==> src/rtl/scale_pkg.sv <==
// Shared types and constants for the shift-scale sequencing controller.
package scale_pkg;

   // Controller states
   typedef enum logic [1:0] {
      IDLE = 2'd0,
      RUN  = 2'd1,
      DONE = 2'd2
   } state_t;

   // Step direction encoding
   localparam logic DIR_DIV = 1'b0;
   localparam logic DIR_MUL = 1'b1;

   // Largest value representable by an N+2 bit signed accumulator
   function automatic int sat_max(input int n);
      return (1 << (n + 1)) - 1;
   endfunction

   // Smallest value representable by an N+2 bit signed accumulator
   function automatic int sat_min(input int n);
      return -(1 << (n + 1));
   endfunction

endpackage

==> src/rtl/scale_step.sv <==
// Single-step x2 / /2 unit on an N+2 bit signed accumulator.
// Multiply saturates to the accumulator range; divide truncates toward zero.
module scale_step
   import scale_pkg::*;
#(
   parameter int N = 4
) (
   input  logic signed [N+1:0] acc,
   input  logic                dir,
   output logic signed [N+1:0] acc_next,
   output logic                sat
);

   localparam int W = N + 2;
   localparam logic signed [W-1:0] MAX_V = W'(sat_max(N));
   localparam logic signed [W-1:0] MIN_V = W'(sat_min(N));

   logic signed [W:0]   dbl;
   logic signed [W-1:0] half_in;

   // Compute one step; doubling overflows when the top two bits of the
   // widened product disagree, and biasing negatives by +1 before the
   // arithmetic shift turns floor division into truncation toward zero.
   always_comb begin
      dbl      = {acc, 1'b0};
      half_in  = acc + {{(W-1){1'b0}}, acc[W-1]};
      acc_next = acc;
      sat      = 1'b0;
      if (dir == DIR_MUL) begin
         if (dbl[W] != dbl[W-1]) begin
            sat      = 1'b1;
            acc_next = dbl[W] ? MIN_V : MAX_V;
         end else begin
            acc_next = dbl[W-1:0];
         end
      end else begin
         acc_next = half_in >>> 1;
      end
   end

endmodule

==> src/rtl/scale_seq_ctrl.sv <==
// Iterative scale-by-2^k controller with valid/ready command and result ports.
module scale_seq_ctrl
   import scale_pkg::*;
#(
   parameter int N  = 4,
   parameter int CW = 3
) (
   input  logic                clk,
   input  logic                rst_n,
   input  logic                start_valid,
   output logic                start_ready,
   input  logic signed [N-1:0] op_a,
   input  logic                op_dir,
   input  logic [CW-1:0]       op_cnt,
   output logic                res_valid,
   input  logic                res_ready,
   output logic signed [N+1:0] res_data,
   output logic                res_ovf,
   output logic                busy
);

   state_t              state;
   state_t              state_next;
   logic signed [N+1:0] acc;
   logic signed [N+1:0] step_out;
   logic                step_sat;
   logic [CW-1:0]       rem;
   logic                ovf;
   logic                dir;

   scale_step #(.N(N)) u_step (
      .acc      (acc),
      .dir      (dir),
      .acc_next (step_out),
      .sat      (step_sat)
   );

   assign start_ready = (state == IDLE);
   assign busy        = (state != IDLE);
   assign res_valid   = (state == DONE);

   // State register
   always_ff @(posedge clk or negedge rst_n) begin
      if (!rst_n) state <= IDLE;
      else        state <= state_next;
   end

   // Next-state decode
   always_comb begin
      state_next = state;
      case (state)
         IDLE: if (start_valid) state_next = (op_cnt != '0) ? RUN : DONE;
         RUN:  if (rem == CW'(1)) state_next = DONE;
         DONE: if (res_ready) state_next = IDLE;
         default: state_next = IDLE;
      endcase
   end

   // Accumulator, step counter, sticky flag and registered result.
   // The result register is loaded on the edge that enters DONE and cleared
   // on the result handshake, so it reads zero whenever no result is held.
   always_ff @(posedge clk or negedge rst_n) begin
      if (!rst_n) begin
         acc      <= '0;
         rem      <= '0;
         ovf      <= 1'b0;
         dir      <= DIR_DIV;
         res_data <= '0;
         res_ovf  <= 1'b0;
      end else begin
         case (state)
            IDLE: begin
               if (start_valid) begin
                  acc <= {{2{op_a[N-1]}}, op_a};
                  dir <= op_dir;
                  rem <= op_cnt;
                  ovf <= 1'b0;
                  if (op_cnt == '0) begin
                     res_data <= {{2{op_a[N-1]}}, op_a};
                     res_ovf  <= 1'b0;
                  end
               end
            end
            RUN: begin
               acc <= step_out;
               rem <= rem - CW'(1);
               ovf <= ovf | step_sat;
               if (rem == CW'(1)) begin
                  res_data <= step_out;
                  res_ovf  <= ovf | step_sat;
               end
            end
            DONE: begin
               if (res_ready) begin
                  res_data <= '0;
                  res_ovf  <= 1'b0;
               end
            end
            default: ;
         endcase
      end
   end

endmodule
==> config.mk <==
export PLATFORM = sky130hd
export DESIGN_NAME = scale_seq_ctrl
export DESIGN_NICKNAME = d
export VERILOG_FILES = /design/src/rtl/scale_pkg.sv /design/src/rtl/scale_step.sv /design/src/rtl/scale_seq_ctrl.sv
export SDC_FILE = /design/constraint.sdc
export NUM_CORES = 1
export LEC_CHECK = 0
export ABC_AREA = 1
export ABC_CLOCK_PERIOD_IN_PS = 3200
export CORE_MARGIN = 1
export CORE_UTILIZATION = 57
export CTS_CLUSTER_SIZE = 12
export DETAILED_ROUTE_END_ITERATION = 7
export MAX_ROUTING_LAYER = met4
export PLACE_DENSITY = 0.95
export SYNTH_ARGS = -nofsm -noshare
export SYNTH_HDL_FRONTEND = slang
export SYNTH_SLANG_ARGS = --single-unit
export TNS_END_PERCENT = 100
==> constraint.sdc <==
create_clock -name clk -period 3.2 [get_ports clk]
set_input_delay 0.8 -clock clk [delete_from_list [all_inputs] [get_ports clk]]
set_output_delay 0.8 -clock clk [all_outputs]
set_load 0.03 [all_outputs]
======== Yosys cells after proc, flatten, opt, wreduce, memory -nomap -nowiden ========
Cells that the tools add are included.
word-level totals
  word-level logic and storage cells ...... 54
  register bits ........................... 20
  output and inout port bits .............. 10
operators by class
  add/subtract/negate cells ............... 2
  reductions and logical operators ........ 10
  muxes and demuxes ....................... 26
  bitwise gates (word level) .............. 1
  eq/ne operators ......................... 8
operator list
  cell                   count
  $mux W6                8
  $pmux W6 S3            1
  $pmux W6 S2            1
  $mux W2                4
  $mux W1                7
  $add A6 B1 Y6          1
  $pmux W2 S3            1
  $pmux W3 S2            1
  $reduce_bool A3 Y1     2
  $reduce_and A5 Y1      1
  $ne A2 B1 Y1 const B   2
  $ne A2 B2 Y1 const B   2
  $reduce_and A2 Y1      2
  $reduce_bool A2 Y1     2
  $eq A3 B1 Y1 const B   1
  $logic_not A3 Y1       1
  $mux W3                1
  $pmux W1 S3            1
  $reduce_and A3 Y1      1
  $sub A3 B1 Y3 const B  1
  $eq A2 B1 Y1 const B   1
  $eq A2 B2 Y1 const B   1
  $logic_not A2 Y1       1
  $pmux W1 S2            1
  2 further kinds        2

======== Logic depth before layout (Yosys ltp) ========
  depth after elaboration ................. 6
  mapped depth ............................ 11
  gate-level depth less buffers ........... 11

======== Cells and area by module ========
A second synthesis with hierarchy kept.
second synthesis, totals
  cell total of the unflattened synthesis .. 172
  area total of the unflattened synthesis .. 1306.3 um2
by module, submodules not included
  module          times used  area each (um2)  seq. area each (um2)  cells an instance
  scale_seq_ctrl  1           1076.0           500.5                 129
  scale_step      1           230.2            0.0                   43

======== Worst setup path after synthesis ========
No wires, ideal clock.
  path kind ............................... reg-to-output
  start ................................... register state[0]
  end ..................................... output busy
  slack ................................... 1.173 ns
  cell stages (with the launch flop) ...... 4
  data arrival time ....................... 1.227 ns
  cells stage by stage .................... dfrtp_1 inv_1 ha_1 inv_1
between the ends
  longest elaborated chain between the ends .. 1
RTL lines
  what                    RTL line              RTL
  start, declared         scale_seq_ctrl.sv:22  state_t state;
  start signal, assigned  scale_seq_ctrl.sv:45  else state <= state_next;
  $reduce_bool A2 Y1      scale_seq_ctrl.sv:39  assign busy = (state != IDLE);
  end, declared           scale_seq_ctrl.sv:19  output logic busy
Every way passes these cells.

======== Worst setup path in the final report ========
  start ................................... register state[1]
  end ..................................... output start_ready
between the ends
  longest elaborated chain between the ends .. 1
RTL lines
  what              RTL line              RTL
  $logic_not A2 Y1  scale_seq_ctrl.sv:38  assign start_ready = (state == IDLE);
  end, declared     scale_seq_ctrl.sv:11  output logic start_ready,
Every way passes these cells.

==> reports/qor.yml <==
status: "finished, final reports clean"
cts_resized: 0
gp_congestion: 0.838
place_area_um2: 1570
yosys.area_share.adder: 0.0834
ys_async_sr_fraction: 1.00
gr-total-overflow: 0
synth_mux_area_frac: 0
core_um2: 2210
gr-usage-all-layers: 0.264
end_kind: "output port"
synthSimpleGateAreaFrac: 0.267
viasPerCell: 5.43
wl_per_cell_um: 13.0
hpwlAfterDp_mm: 2.23
synth_top_area_share: 0.371
cts_buffers: 3
required_ns: 2.40
grt_pass1_wl_mm: 4.87
cts_num_sinks: 20
crit_family: "buffers and inverters"
cp.arrival_ns: 1.92
synth.largest_area_cell: "dfrtp_1"
ys_ff_latch: 20
antenna_found_initial: 0
relSlewSlack: 0.367
synth_cell_types: 28
nets: 220
maxSlewViolCount: 0
cts_hold_buf: 0
hold_start: "res_ovf"
io_buffers: 21
setup_viol: 0
synth-main-ff-cell: "dfrtp_1"
n_antenna_cell: 0
rsz0062_at_grt: "no"
crit_start: "state[1]"
area_growth_syn_to_layout_pct: 19.1
min_period_ns: 2.72
drtIter0Drc: 31
post_cts.repair.setup_buffers: 0
cp_cell_sequence: "inv_1 -> ha_1 -> clkdlybuf4s50_1"
grt_pass1_vias: 1160
finalSetupTns_ns: 0
tightest_slew_ns: 0.946
route.top_layer_used: "met4"
hold_viol: 0
synth_top_family_by_area: "simple AND/OR/NAND/NOR gates"
worstSetupStartpointType: "flop"
max_stage_delay_ns: 0.73
p_leak_nw: 0.792
wl_met1_mm: 1.24
period_share: 0.849
route.detailed.drc: 0
die_h_um: 50.7
cts_buffer_depth: 2
die_area_um2: 2570
grt_max_degree: 21
synth_xor_area_frac: 0
tritoncts: "done"
netlist_instances: 176
drive_gt1_frac: 0.126
initial_core_util: 0.610
rows: 17
netlist_top_cells_area: "dfrtp_1 (37%), nand2_1 (14%), ha_1 (8.3%)"
maxCapViolCount: 0
crit_type: "flop to output port"
holdCritPathClass: "flop to flop"
ir_drop_uv: 890
clock_skew_ns: 0.00625
finalPower_w: 0.00189
wirelength_mm: 2.94
io_pins: 22
crit_slowest_cell: "clkdlybuf4s50_1"
fin_area_um2: 1610
ys_seq_area_frac: 0.371
wl_met3_um: 140
clkTransAtPathRegs_ns: 0.12
clk_latency_ns: 0.31
htreeDepth: 1
reg2reg_from: "state[1]"
critPathMaxFanout: 6
root_buffer: "clkbuf_4"
synth_warnings: 0
syn_area_um2: 1350
synth_nets: 197
power_density_nw_per_um2: 1180
dr_wl_met2_mm: 1.53
die-width_um: 50.7
synth-compound-area-share: 0.182
critPathBufInv: 2
dr.pass1.iters: 4
vias: 1227
max_freq_mhz: 368
postRouteAntennaNets: 0
synth_edf_count: 0
syn_area_per_cell_um2: 7.67
## synth_stat cells, drive strengths merged, types with 3 or more instances
cell and number:
nand2 53, ha 9, o21ai 17, nor2 19
dfrtp 20, nand3 8, a21oi 13, a22oi 4
inv 26, buf 3
## tightest hold or removal path, stage by stage (launching register included)
cell and delay [ns]:
dfrtp_1 0.36, nand2_1 0.05, nand2_1 0.05
## layer usage
layer | track usage | up-vias
met2 | 0.478 | 39
met1 | 0.295 | 576
met3 | 0.0515 | 5
met5 | - | -
met4 | 0.0648 | 0
li1 | - | 607
## cells by family (layout without fill, tap and decap cells)
logic type      Yosys count  count (layout)
buf+inv                  29              51
fa+ha+maj                 9               9
compound gates           37              37
flops                    20              20
simple gates             81              81
## power by group
group	switching [W]	leakage, nW	internal (W)	total [W]
registers	0.000102	0.239	0.000383	0.000485
logic	0.000807	0.532	0.000449	0.00126
clock network	0.0000820	0.0210	0.0000696	0.000152
## flip-flops by register name, summed over array words and instances, names as in the netlist
register	cells
res_data	6
ovf	1
acc	6
rem	3
dir	1
state	2
res_ovf	1
## layout by cell type, fill, tap and decap left out
| cell type | netlist | final |
|---|---|---|
| o21bai_1 | 1 | 1 |
| a21oi_4 | 1 | 1 |
| inv_8 | 1 | 1 |
| o21ai_2 | 1 | 1 |
| a211oi_2 | 1 | 1 |
| a22oi_1 | 4 | 4 |
| inv_2 | 3 | 3 |
| inv_1 | 21 | 21 |
| o21ai_1 | 3 | 3 |
| dfrtp_1 | 20 | 20 |
| clkbuf_8 | 0 | 1 |
| nand3b_1 | 1 | 1 |
| a21oi_2 | 3 | 3 |
| clkbuf_4 | 0 | 3 |
| nand2_2 | 3 | 3 |
| o211ai_1 | 1 | 1 |
| o21ai_0 | 12 | 12 |
| ha_1 | 9 | 9 |
| clkdlybuf4s50_1 | 0 | 21 |
| nor2_2 | 3 | 3 |
| nand3_4 | 1 | 1 |
| nor2_1 | 14 | 14 |
| o21ai_4 | 1 | 1 |
| a21oi_1 | 9 | 9 |
| nor2_4 | 2 | 2 |
| nand2_1 | 50 | 50 |
| inv_4 | 1 | 1 |
| nand3_1 | 7 | 7 |
## area by class of cell
type	instances	area, µm²
clock buffers	4	36.3
fillers	182	604
inverters	26	108
multi-input cells	127	718
flip-flops and latches	20	500
well taps	28	35.0
repair buffers	21	210
## path summary, 6_finish.rpt
kind                          endpoint  slack, ns  depth (start not counted)
max                        start_ready       0.48                          3
min                            res_ovf       0.49                          2
max reg2reg                     acc[1]       1.12                          7
min reg2reg                    res_ovf       0.49                          2
max in group asynchronous  res_data[2]       1.62                          1
min in group asynchronous       acc[4]       1.00                          1
## metrics by stage
stage,utilization,hold WS [ns],setup slack (ns),std cells
after floorplan,-,0.501,1.17,176
after global placement,0.710,0.460,0.883,222
after detailed placement,0.710,0.458,0.832,222
after CTS,0.727,0.488,0.465,226
after global routing,0.727,0.515,0.396,226
final,0.727,0.486,0.485,226
Power figures use the tool's default switching activity.
